===== config.mk =====
export PLATFORM = sky130hd
export DESIGN_NAME = femto_bus_fabric
export DESIGN_NICKNAME = d
export VERILOG_FILES = /design/src/rtl/femto_bus_pkg.sv /design/src/rtl/femto_bus_decoder.sv /design/src/rtl/femto_bus_fabric.sv
export SDC_FILE = /design/constraint.sdc
export NUM_CORES = 1
export LEC_CHECK = 0
export CORE_AREA = 2 2 155 157
export DETAILED_ROUTE_END_ITERATION = 10
export DIE_AREA = 0 0 157 159
export PLACE_DENSITY = 0.37
export SLEW_MARGIN = 20
export SYNTH_ARGS = -nofsm -noshare
export SYNTH_HDL_FRONTEND = slang
export SYNTH_SLANG_ARGS = --single-unit

===== constraint.sdc =====
create_clock -name clk -period 2.6 [get_ports clk]
set_input_delay 0.52 -clock clk [delete_from_list [all_inputs] [get_ports clk]]
set_output_delay 0.52 -clock clk [all_outputs]
set_load 0.05 [all_outputs]

===== src/rtl/femto_bus_pkg.sv =====
// Shared definitions for the FemtoRV32 bus fabric: FSM encoding, error
// read value, status-word bit positions and the default status page.
package femto_bus_pkg;

    typedef enum logic [1:0] {
        ST_IDLE  = 2'd0,
        ST_RWAIT = 2'd1,
        ST_WWAIT = 2'd2
    } bus_state_t;

    localparam logic [31:0] ERR_VALUE           = 32'hDEADBEEF;
    localparam int          STAT_TIMEOUT        = 0;
    localparam int          STAT_OVERLAP        = 1;
    localparam int          STAT_COLLISION      = 2;
    localparam logic [15:0] DEFAULT_STATUS_PAGE = 16'h00FF;

    function automatic int idx_width(input int n);
        return (n > 1) ? $clog2(n) : 1;
    endfunction

endpackage


===== src/rtl/femto_bus_decoder.sv =====
// Combinational page decoder: status page wins, then the lowest-index slave
// whose page matches, otherwise the default slave.
module femto_bus_decoder
    import femto_bus_pkg::*;
#(
    parameter int                      NUM_SLAVES    = 8,
    parameter logic [NUM_SLAVES*16-1:0] SLAVE_PAGES  = {NUM_SLAVES{16'h0000}},
    parameter int                      DEFAULT_SLAVE = 0,
    parameter logic [15:0]             STATUS_PAGE   = DEFAULT_STATUS_PAGE,
    parameter int                      IDX_W         = idx_width(NUM_SLAVES)
) (
    input  logic [15:0]           page_i,
    output logic [NUM_SLAVES-1:0] sel_o,
    output logic [IDX_W-1:0]      idx_o,
    output logic                  int_o
);

    logic [NUM_SLAVES-1:0] match;

    genvar gi;
    generate
        for (gi = 0; gi < NUM_SLAVES; gi++) begin : g_match
            assign match[gi] = (page_i == SLAVE_PAGES[16*gi +: 16]);
        end
    endgenerate

    always_comb begin
        sel_o = '0;
        idx_o = IDX_W'(DEFAULT_SLAVE);
        int_o = (page_i == STATUS_PAGE);
        // Walk downwards so the lowest matching index is the one that sticks.
        for (int i = NUM_SLAVES - 1; i >= 0; i--) begin
            if (match[i]) begin
                idx_o = IDX_W'(i);
            end
        end
        if (!int_o) begin
            sel_o[idx_o] = 1'b1;
        end
    end

endmodule


===== src/rtl/femto_bus_fabric.sv =====
// FemtoRV32 memory-mapped interconnect with busy aggregation and error status.
// Optional bus timeout is enabled by defining FEMTO_BUS_TIMEOUT_EN.
module femto_bus_fabric
    import femto_bus_pkg::*;
#(
    parameter int                       NUM_SLAVES     = 8,
    parameter logic [NUM_SLAVES*16-1:0] SLAVE_PAGES    = {NUM_SLAVES{16'h0000}},
    parameter int                       DEFAULT_SLAVE  = 0,
    parameter logic [15:0]              STATUS_PAGE    = DEFAULT_STATUS_PAGE,
    parameter int                       TIMEOUT_CYCLES = 255
) (
    input  logic                       clk,
    input  logic                       rst,
    input  logic [31:0]                mem_addr,
    input  logic [31:0]                mem_wdata,
    input  logic [3:0]                 mem_wmask,
    input  logic                       mem_rstrb,
    output logic [31:0]                mem_rdata,
    output logic                       mem_rbusy,
    output logic                       mem_wbusy,
    output logic [NUM_SLAVES-1:0]      s_rd,
    output logic [NUM_SLAVES-1:0]      s_wr,
    input  logic [NUM_SLAVES*32-1:0]   s_rdata,
    input  logic [NUM_SLAVES-1:0]      s_rbusy,
    input  logic [NUM_SLAVES-1:0]      s_wbusy,
    output logic                       bus_err
);

    localparam int IDX_W = idx_width(NUM_SLAVES);

    logic [15:0]           page;
    logic [NUM_SLAVES-1:0] dec_sel;
    logic [IDX_W-1:0]      dec_idx;
    logic                  dec_int;
    logic [7:0]            dec_err_idx;

    bus_state_t       state_q, state_d;
    logic [IDX_W-1:0] rd_idx_q, rd_idx_d, wr_idx_q, wr_idx_d;
    logic             rd_int_q, rd_int_d, wr_int_q, wr_int_d;
    logic [15:0]      page_q, page_d;
    logic [2:0]       flags_q, flags_d;
    logic [7:0]       err_idx_q, err_idx_d;
    logic [15:0]      err_page_q, err_page_d;

    logic [31:0] status_word;
    logic [31:0] rdata_arr [NUM_SLAVES];
    logic        sel_rbusy, sel_wbusy, cur_busy, timeout_hit;
    logic        wr_strb, can_accept, rd_acc, wr_acc;
    logic        unused_inputs;

    assign page          = mem_addr[31:16];
    assign unused_inputs = ^{mem_wdata, mem_addr[15:0]};

    femto_bus_decoder #(
        .NUM_SLAVES    (NUM_SLAVES),
        .SLAVE_PAGES   (SLAVE_PAGES),
        .DEFAULT_SLAVE (DEFAULT_SLAVE),
        .STATUS_PAGE   (STATUS_PAGE),
        .IDX_W         (IDX_W)
    ) u_decoder (
        .page_i (page),
        .sel_o  (dec_sel),
        .idx_o  (dec_idx),
        .int_o  (dec_int)
    );

    genvar gi;
    generate
        for (gi = 0; gi < NUM_SLAVES; gi++) begin : g_rdata
            assign rdata_arr[gi] = s_rdata[32*gi +: 32];
        end
    endgenerate

    // Internal (status) transactions never stall the CPU.
    assign sel_rbusy = !rd_int_q && s_rbusy[rd_idx_q];
    assign sel_wbusy = !wr_int_q && s_wbusy[wr_idx_q];
    assign cur_busy  = (state_q == ST_RWAIT) ? sel_rbusy :
                       (state_q == ST_WWAIT) ? sel_wbusy : 1'b0;

`ifdef FEMTO_BUS_TIMEOUT_EN
    logic [7:0] cnt_q;

    assign timeout_hit = cur_busy && (cnt_q == 8'(TIMEOUT_CYCLES));

    always_ff @(posedge clk) begin
        if (rst) begin
            cnt_q <= '0;
        end else if (rd_acc || wr_acc || timeout_hit || state_q == ST_IDLE) begin
            cnt_q <= '0;
        end else if (cur_busy) begin
            cnt_q <= cnt_q + 8'd1;
        end
    end
`else
    logic unused_timeout;

    assign timeout_hit    = 1'b0;
    assign unused_timeout = ^TIMEOUT_CYCLES;
`endif

    assign wr_strb     = |mem_wmask;
    assign can_accept  = !cur_busy;
    assign rd_acc      = can_accept && mem_rstrb;
    assign wr_acc      = can_accept && wr_strb && !mem_rstrb;
    assign dec_err_idx = dec_int ? 8'hFF : 8'(dec_idx);

    assign s_rd = (!rst && rd_acc && !dec_int) ? dec_sel : '0;
    assign s_wr = (!rst && wr_acc && !dec_int) ? dec_sel : '0;

    assign mem_rbusy   = !rst && (state_q == ST_RWAIT) && sel_rbusy && !timeout_hit;
    assign mem_wbusy   = !rst && (state_q == ST_WWAIT) && sel_wbusy && !timeout_hit;
    assign status_word = {err_page_q, err_idx_q, 5'b0, flags_q};
    assign bus_err     = |flags_q;

    always_comb begin
        if (timeout_hit && state_q == ST_RWAIT) begin
            mem_rdata = ERR_VALUE;
        end else if (rd_int_q) begin
            mem_rdata = status_word;
        end else begin
            mem_rdata = rdata_arr[rd_idx_q];
        end
    end

    always_comb begin
        state_d    = state_q;
        rd_idx_d   = rd_idx_q;
        rd_int_d   = rd_int_q;
        wr_idx_d   = wr_idx_q;
        wr_int_d   = wr_int_q;
        page_d     = page_q;
        flags_d    = flags_q;
        err_idx_d  = err_idx_q;
        err_page_d = err_page_q;

        if (rd_acc) begin
            state_d  = ST_RWAIT;
            rd_idx_d = dec_idx;
            rd_int_d = dec_int;
            page_d   = page;
        end else if (wr_acc) begin
            state_d  = ST_WWAIT;
            wr_idx_d = dec_idx;
            wr_int_d = dec_int;
            page_d   = page;
        end else if (state_q != ST_IDLE && (!cur_busy || timeout_hit)) begin
            state_d = ST_IDLE;
        end

        if (wr_acc && dec_int) begin
            flags_d    = '0;
            err_idx_d  = '0;
            err_page_d = '0;
        end else begin
            if (mem_rstrb && wr_strb) begin
                flags_d[STAT_COLLISION] = 1'b1;
                err_idx_d               = dec_err_idx;
                err_page_d              = page;
            end
            if ((mem_rstrb || wr_strb) && !can_accept) begin
                flags_d[STAT_OVERLAP] = 1'b1;
                err_idx_d             = dec_err_idx;
                err_page_d            = page;
            end
            // A timeout outranks a rejected strobe in the same cycle.
            if (timeout_hit) begin
                flags_d[STAT_TIMEOUT] = 1'b1;
                err_idx_d             = 8'((state_q == ST_RWAIT) ? rd_idx_q : wr_idx_q);
                err_page_d            = page_q;
            end
        end
    end

    always_ff @(posedge clk) begin
        if (rst) begin
            state_q    <= ST_IDLE;
            rd_idx_q   <= IDX_W'(DEFAULT_SLAVE);
            wr_idx_q   <= IDX_W'(DEFAULT_SLAVE);
            rd_int_q   <= 1'b0;
            wr_int_q   <= 1'b0;
            page_q     <= '0;
            flags_q    <= '0;
            err_idx_q  <= '0;
            err_page_q <= '0;
        end else begin
            state_q    <= state_d;
            rd_idx_q   <= rd_idx_d;
            wr_idx_q   <= wr_idx_d;
            rd_int_q   <= rd_int_d;
            wr_int_q   <= wr_int_d;
            page_q     <= page_d;
            flags_q    <= flags_d;
            err_idx_q  <= err_idx_d;
            err_page_q <= err_page_d;
        end
    end

endmodule


==> results.md, run 1 <==
Routing:
- After detailed routing, the number of vias per cell comes to 2.75.
- The wire length per cell is 11.5 um.
- The remaining number of nets flagged by the antenna check after routing is 0.
- The final layout contains routed wiring with a total length of 6960 um.
- The first-iteration detailed-routing DRC count is 37.
- In the routed design, unresolved DRC markers number 0.
- For this block, the via count after detailed routing is 1,662.
- The detailed-router iteration count before antenna repair is 4.

Pwr:
- Of the total power, registers draw 0.308.
- The power density normalized to cell area is 388 mW/mm2.
- The net switching power of the design is between 0.0004 and 0.0005 W.
- Overall power consumption after layout is estimated at ~0.0013 W.
- The internal portion of the total power is 0.000829 W.
- The reported leakage power is roughly 1.2 nW.
- The clock power share is 0.277.
- The part of the power in combinational logic is 0.415.
- The worst-case IR drop observed on VDD is 0.202 mV.
- The switching part of the total power is 0.350.

Global route:
- The initial antenna violation count is 1.
- The global-route wire length before repair is 10,100 um.
- The overall global routing resource usage is 0.0530.
- The overflow left after global routing is 0.
- The number of global-route vias before repair is 1,685.
- Entering global routing, the biggest net connects 24 pins.

Logic synthesis:
- The number of different library cells in the post-synthesis netlist is 35.
- The synthesized design contains 0 enable-type register cells.
- Synthesis produced a netlist whose cell count is 180.
- During synthesis, Yosys emitted a total of 0 warnings.
- For this run, the register share of the synthesized area comes to 0.306.
- The cell area after synthesis is 0.00150 mm2.
- The synthesized design contains 23 register bits.
- The top cell type by total area after synthesis is sky130_fd_sc_hd__dfxtp_1.
- A synthesized cell averages 8.36 um2.
- For this run, the leading register cell type out of synthesis is sky130_fd_sc_hd__dfxtp_1.
- By area the synthesized netlist is led by sky130_fd_sc_hd__dfxtp_1 31%, sky130_fd_sc_hd__mux2_2 13%, sky130_fd_sc_hd__buf_4 7.5%.
- Of the post-synthesis cell area, the dominant cell type holds 0.306.
- For this run, asynchronously set or reset flops after synthesis account for 0.

Die:
- The number of rows in the core area is 56.
- The die covers 0.0250 mm2.
- The I/O pin count is 394.
- The die span in x is 157 um.
- The initial standard-cell utilization of the core is 0.0648.
- The placeable core area is 0.0232 mm2.
- The height of the die is 159 um.

STA:
- Hold timing on the final database bottoms out at a slack of 464 ps.
- The top achievable clock speed is 0.393 GHz.
- In the finished design, the share of the clock period the worst path needs comes to 0.979.
- The max-slew headroom at the worst pin is 0.616.
- Setup total negative slack on the finished layout was measured at 0 ps.
- The final-report max-slew violation count is 0.
- The worst setup slack after layout is 55.2 ps.
- Across the routed clock network, the largest skew measured is about 10 ps.
- Setup violations remaining at the end of the flow were counted as 0.
- Subtracting the final worst setup slack from the clock period gives 2540 ps.
- For the pin with the worst max-slew slack, the measured transition is 574 ps.
- Setup repair after global routing left no endpoint under its margin.
- The final hold violation count was 0.

CTS:
- The total number of clock tree sinks is 23.
- The maximum clock path buffer count is 2.
- TritonCTS built the clock tree.
- The tree is rooted in a sky130_fd_sc_hd__clkbuf_16.
- After clock tree synthesis, the clock-pin slew on the worst setup and hold paths is approximately 70 ps.
- The CTS buffer count is 3.
- CTS built an H-tree with a depth of 1.
- For this design, the CTS-stage hold fixing added 0 buffers.
- At the later pin of the worst-skew pair, clock insertion delay measures about 260 ps.
- The post-CTS setup repair buffer count is 0.

Critical path:
- The worst setup path is captured at an output pin.
- The cell with the largest stage delay on the worst path is sky130_fd_sc_hd__clkdlybuf4s50_1.
- The worst register-to-register path has a depth of 6.
- The worst setup path is launched from a primary input.
- The logic depth of the worst path, buffers included is 6.
- The signal on the critical path passes through clkdlybuf4s50_1 -> nor4bb_4 -> buf_4 -> and4_4 -> nor3_2 -> buf_12.
- Among cell families on the critical path, the largest total delay comes from buffers and inverters.
- The critical path in this run is classified as in -> out.
- Along the worst path, the maximum fanout reaches 3.
- The required time of the critical path is approximately 2100 ps.
- The maximum single-stage delay on the critical path is 480 ps.
- The count of buffering cells on the critical path with inverters included is 3.
- At the worst endpoint, the arrival time is between 2000 and 2500 ps.

Hold path:
- The class of the most critical hold timing path is reg -> reg.
- The worst hold path was traced through 2 stages.

Layout:
- In the layout the commonest cells are 57 x sky130_fd_sc_hd__clkdlybuf4s50_1, 30 x sky130_fd_sc_hd__buf_12, 26 x sky130_fd_sc_hd__buf_4, 23 x sky130_fd_sc_hd__dfxtp_1, 21 x sky130_fd_sc_hd__a21oi_1.
- The fraction of final layout cells with drive strength greater than 1 is 0.317.
- From synthesis to final layout, the design area changed by 118%.
- The net count of the finished layout is 628.
- After filler insertion, the fill cell instance count of the layout stands at ~2,600.
- Leaving out fill and tap cells, the most frequent cell in the layout is sky130_fd_sc_hd__clkdlybuf4s50_1.
- The summed area of non-filler cells in the final layout is 0.00328 mm2.

Placed design:
- After legalization and detailed placement, the total HPWL measured 5890 um.
- Routability-driven placement finished with a final weighted congestion of 0.714.
- Summing all placed instances gives a cell area of 0.00316 mm2.
- In this run the tool buffered the top-level ports with 93 buffer cells.
- Before CTS, the worst setup slack after placement is -134 ps.

Job:
- The tool flagged a number of max-cap violations equal to 0.

Run status:
- The run finished with clean final reports.
[cell usage after synthesis, types with 2 or more instances]
cell type                   n
sky130_fd_sc_hd__dfxtp_1   23
sky130_fd_sc_hd__a21oi_1   21
sky130_fd_sc_hd__nand3_1   19
sky130_fd_sc_hd__mux2_2    18
sky130_fd_sc_hd__o21ai_0   17
sky130_fd_sc_hd__buf_4     15
sky130_fd_sc_hd__o21ai_1   11
sky130_fd_sc_hd__inv_1      9
sky130_fd_sc_hd__nor2b_1    6
sky130_fd_sc_hd__clkbuf_1   4
sky130_fd_sc_hd__nor2_1     4
sky130_fd_sc_hd__buf_2      3
sky130_fd_sc_hd__nand2_1    3
sky130_fd_sc_hd__and4b_1    2
sky130_fd_sc_hd__and4bb_2   2
sky130_fd_sc_hd__buf_1      2
sky130_fd_sc_hd__buf_6      2
sky130_fd_sc_hd__nor4_1     2
[area by class of cell]
| class | count | area [um2] | area share |
|---|---|---|---|
| well taps | 319 | 399 | 0.122 |
| multi-input cells | 135 | 938 | 0.286 |
| flip-flops and latches | 23 | 460 | 0.140 |
| clock buffers | 3 | 75.1 | 0.0229 |
| diodes | 1 | 2.50 | 0.000762 |
| inverters | 9 | 33.8 | 0.0103 |
| clock inverters | 1 | 7.51 | 0.00229 |
| repair buffers | 113 | 1370 | 0.416 |
[tightest hold or removal path: cells and delay by family (launching register included)]
kind             cells  cell delay (ps)
AND/OR/NAND/NOR      1               60
flip-flops           1              310
AO/OA/AOI/OAI        1               50
[logic make-up after synthesis]
kind of cell    Yosys count  share of synthesized area
flops                    23                      0.306
mux                      19                      0.141
other cells               1                    0.00249
simple gates             48                      0.210
compound gates           54                      0.203
buf+inv                  35                      0.137
[per-layer routing]
layer  wire (um)  track usage  vias to the layer above
met2        3070       0.0825                       75
met1        3260       0.0718                      759
met3         629       0.0193                        0
met5           0            0                        -
li1            -            -                      828
met4           0      0.00626                        0
[power by group through the flow]
stage	clock [W]	sequential (W)	combinational (W)
2_1_floorplan	0	0.000393	0.000278
3_3_place_gp	0	0.000400	0.000522
3_5_place_dp	0	0.000401	0.000526
4_1_cts	0.000363	0.000393	0.000535
5_1_grt	0.000383	0.000396	0.000557
6_report	0.000353	0.000393	0.000529
[per-stage QoR]
step	utilization	cells
2_1_floorplan	-	193
3_3_place_gp	0.136	599
3_5_place_dp	0.136	599
4_1_cts	0.141	603
5_1_grt	0.141	603
6_report	0.142	604
[path summary, 6_finish.rpt]
path                            slack, ps                     endpoint                        start
worst min register to register        460  err_page_q[15]$_SDFFE_PP0P_  err_page_q[15]$_SDFFE_PP0P_
worst max register to register        650   err_page_q[7]$_SDFFE_PP0P_        rd_int_q$_SDFFE_PP0N_
worst min-delay path                  460  err_page_q[15]$_SDFFE_PP0P_  err_page_q[15]$_SDFFE_PP0P_
worst max-delay path                   60                      s_rd[0]                 mem_addr[29]
[flip-flops by register name, summed over array words and instances (netlist names)]
register,cells
state_q,2
err_idx_q,1
rd_int_q,1
flags_q,2
wr_int_q,1
err_page_q,16
[repair_timing]
| item | 4_1_cts | 5_1_grt |
|---|---|---|
| endpoints found under the setup margin | 2 | 0 |
| resized for setup | 7 | 0 |
| endpoints found under the hold margin | 0 | 0 |
Note: power is estimated with default switching activity, not from simulation.
==> run 2: changes to the inputs <==
CAP_MARGIN = 20   (was default)
CORE_AREA = 2 2 154 156   (was 2 2 155 157)
DIE_AREA = 0 0 156 158   (was 0 0 157 159)
PLACE_DENSITY = 0.38   (was 0.37)
clock period = 3.26 ns   (was 2.6 ns; I/O delays follow)
==> run 2 against run 1 <==
Against the previous run:
- sequential share of layout area up 1.9 points
- register-to-register slack improved by 500 ps
- clock skew decreased by 5.6 ps
- via count down 0.42%
- count of clock-buffer cells in the layout unchanged
==> results.md, run 2 (synthesized netlist as in run 1, its figures left out) <==
Die:
- The placeable core area is 0.0231 mm2 (-0.60%).
- The initial standard-cell utilization of the core is 0.0652 (+0.000394).
- The floorplan die area is 0.0246 mm2 (-1.3%).
- The height of the die is 158 um (-0.63%).
- The I/O pin count is 394 (unchanged).
- The number of rows in the core area is 56 (unchanged).
- The die span in x is 156 um (-0.64%).

STA:
- After layout, the minimum clock period comes to approximately 3000 ps.
- The setup clock skew after layout is 4.45 ps (-5.59 ps).
- Dividing the final minimum period by the clock period gives 0.934.
- The sum of negative setup slack is 0 ps (unchanged).
- The final hold violation count is 0 (unchanged).
- Setup repair after global routing left no endpoint under its margin.
- The final-report max-slew violation count came to 0 (unchanged).
- Derived from the worst setup path, the maximum achievable clock frequency is between 0.3 and 0.4 GHz.
- The actual slew at the worst max-slew pin is 723 ps (+149 ps).
- The max-slew headroom at the worst pin is 0.518 (-0.0986).
- The count of endpoints failing setup in the final report is 0 (unchanged).

Routing:
- The detailed-router iteration count before antenna repair is 4 (unchanged).
- The vias after detailed routing is 1,655 (-0.42%).
- The remaining number of nets flagged by the antenna check after routing came to 0 (unchanged).
- The average vias per placed instance is 2.92 (+6.3%).
- The wire length per cell is 12.5 um (+8.2%).
- The detailed-route DRC error count came to 0 (unchanged).
- The final wirelength is 7060 um (+1.4%).
- The first-iteration detailed-routing DRC count was 79 (+110%).

Critical path:
- The number of cells on the worst reg-to-reg path is 6 (unchanged).
- The signal on the critical path passes through clkdlybuf4s50_1 -> nor4bb_1 -> buf_4 -> and4_1 -> nor4_1 -> buf_12.
- The worst setup path is of the in -> out kind.
- STA classifies the critical path endpoint as an output pin.
- The cell with the largest stage delay on the worst path is sky130_fd_sc_hd__clkdlybuf4s50_1.
- The kind of cell adding the most delay to the critical path is buffers and inverters.
- The worst flop-to-flop path startpoint is rd_int_q$_SDFFE_PP0N_.
- The count of buffering cells on the critical path with inverters included was 3 (unchanged).
- The critical-path maximum fanout came to 4 (+1).
- The required time of the critical path is 2610 ps (+530 ps).
- The worst setup path is launched from a primary input.
- The maximum single-stage delay on the critical path came to 580 ps (+100 ps).
- The reg2reg setup slack is 1150 ps (+500 ps).
- The data arrival time at the worst-slack endpoint is 2390 ps (+370 ps).
- The endpoint identified for the worst register-to-register timing path is err_page_q[1]$_SDFFE_PP0P_.

Global route:
- The overflow left after global routing is 0 (unchanged).
- The overall global routing resource usage is 0.0557 (+0.00275).
- The initial antenna violation count was 1 (unchanged).
- The pin count of the biggest net entering global routing was 18 (-25%).
- The global-route wire length before repair was 10,100 um (+0.27%).
- The number of global-route vias before repair is 1,678 (-0.42%).

Layout:
- The summed area of non-filler cells in the final layout was 0.00289 mm2 (-12%).
- The area of the multi-input gates came to 886 um2 (-5.6%).
- The final core utilization is 0.125 (-0.0162).
- The number of nets in the finished design is 619 (-1.4%).
- The largest registers in the layout are err_page_q (16), flags_q (2), state_q (2).
- The flip-flop count of the largest register, all copies and words added was 16 (unchanged).
- The most frequent standard cell in the layout excluding fill and tap cells is sky130_fd_sc_hd__clkdlybuf4s50_1.
- The register bank with the most flops is err_page_q.
- The fraction of final layout cells with drive strength greater than 1 is 0.255 (-0.0624).
- The library cells used most frequently in the layout, excluding fill and tap cells, are 63 x sky130_fd_sc_hd__clkdlybuf4s50_1, 31 x sky130_fd_sc_hd__buf_4, 23 x sky130_fd_sc_hd__dfxtp_1, 21 x sky130_fd_sc_hd__a21oi_1, 19 x sky130_fd_sc_hd__nand3_1.
- The final instance count without filler cells was 566 (-6.3%).
- The total area of sequential cells is 460 um2 (unchanged).
- From synthesis to final layout, the design area changed by 92.1%.
- The number of filler instances in the final layout came to 2,620 (+0.11%).

CTS:
- CTS placed an instance of sky130_fd_sc_hd__clkbuf_16 at the clock tree root.
- The maximum clock path buffer count came to 2 (unchanged).
- The level count of the clock H-tree is 1 (unchanged).
- The post-CTS setup repair buffer count came to 0 (unchanged).
- The clock slew at the register clock pins of the worst setup and hold paths is 60 ps (about the same).
- The count of hold buffers inserted by post-cts repair came to 0 (unchanged).
- The TritonCTS clock tree is yes.
- The count of instances resized after the clock tree is built is 0 (-7).
- The worst-skew pair later-pin latency was 260 ps (about the same).
- The CTS buffer count is 3 (unchanged).
- The total number of clock tree sinks is 23 (unchanged).

Pwr:
- The reported leakage power is 1.07 nW (-12%).
- The part of the power in combinational logic was 0.385 (-0.030).
- The power share of the sequential group came to 0.325 (+0.017).
- The clock power share came to 0.290 (+0.013).
- The net switching power of the design was 0.000340 W (-24%).
- The internal power of the cells is 0.000618 W (-25%).
- The switching part of the total power is 0.355 (+0.00562).
- The worst ir drop on vdd is 0.256 mV (+27%).
- The power density normalized to cell area came to 332 mW/mm2 (-15%).

Placed design:
- The instance count after placement with tap cells included is 561 (-6.3%).
- The global placer's final weighted congestion is 0.710 (-0.49%).
- The count of buffers from port buffering came to 93 (unchanged).
- The half-perimeter wire length of the detailed placement result is 6110 um (+3.8%).
- The placed standard-cell area is 0.00281 mm2 (-11%).

Hold path:
- The worst hold path cell count is 2 (unchanged).
- The worst hold path terminates at err_page_q[11]$_SDFFE_PP0P_.
- The worst hold path begins at err_page_q[11]$_SDFFE_PP0P_.
- The worst hold path belongs to the class reg -> reg.

Job:
- The number of max-cap violations was 0 (unchanged).

Run status:
- The flow ran to the end, and the final reports show no timing, DRC or antenna violations.
## run 2: cell types whose count changed in the layout (fill, tap and decap cells not counted), moves of 2 or more
| cell | delta |
|---|---|
| sky130_fd_sc_hd__buf_12 | -20 |
| sky130_fd_sc_hd__buf_4 | +5 |
| sky130_fd_sc_hd__clkdlybuf4s50_1 | +6 |
| sky130_fd_sc_hd__nor4_1 | +2 |
| sky130_fd_sc_hd__nor4_4 | -2 |
## run 2: power groups by stage
stage               clock, W  sequential [W]  combinational (W)
floorplan                  0        0.000313           0.000220
global placement           0        0.000318           0.000370
detailed placement         0        0.000318           0.000373
CTS                 0.000291        0.000311           0.000374
global route        0.000301        0.000314           0.000393
finish              0.000278        0.000312           0.000369
## run 2: worst min-delay path, delay by kind of cell, from the launching register on
kind            cells  cell delay (ps)
compound gates      1               50
flops               1              310
simple gates        1               60
## run 2: how the worst max path moves through the flow
| stage | startpoint | end | slack, ps | depth (start not counted) |
|---|---|---|---|---|
| 3_5_place_dp | mem_addr[25] | s_wr[0] | 180 | 6 |
| 6_report | mem_addr[29] | s_wr[0] | 210 | 6 |
| 3_3_place_gp | mem_addr[29] | s_wr[0] | 170 | 6 |
| 5_1_grt | mem_addr[29] | s_wr[0] | 60 | 6 |
| 2_1_floorplan | mem_addr[18] | s_wr[0] | 60 | 3 |
| 4_1_cts | mem_addr[25] | s_wr[0] | 160 | 6 |
## run 2: per-layer routing
layer | routed length (um) | vias up | GRT usage
met1 | 3050 | 765 | 0.0693
met3 | 610 | 0 | 0.0219
met4 | 0 | 0 | 0.00131
li1 | - | 814 | -
met5 | 0 | - | 0
met2 | 3400 | 76 | 0.0963
## run 2: stage by stage
| stage | hold slack [ps] | power [W] | setup slack, ps |
|---|---|---|---|
| after floorplan | 440 | 0.000534 | 60.1 |
| after global placement | 455 | 0.000688 | 165 |
| after detailed placement | 460 | 0.000691 | 178 |
| after CTS | 469 | 0.000976 | 157 |
| after global routing | 494 | 0.00101 | 60.3 |
| final | 467 | 0.000958 | 215 |
## run 2: cell type report
type	count	share of cell area
antenna	1	0.000866
clock buffer	3	0.0260
clock inverter	1	0.00173
inverter	9	0.0117
multi-input combinational	135	0.307
sequential	23	0.159
tap	290	0.126
timing repair buffer	104	0.368
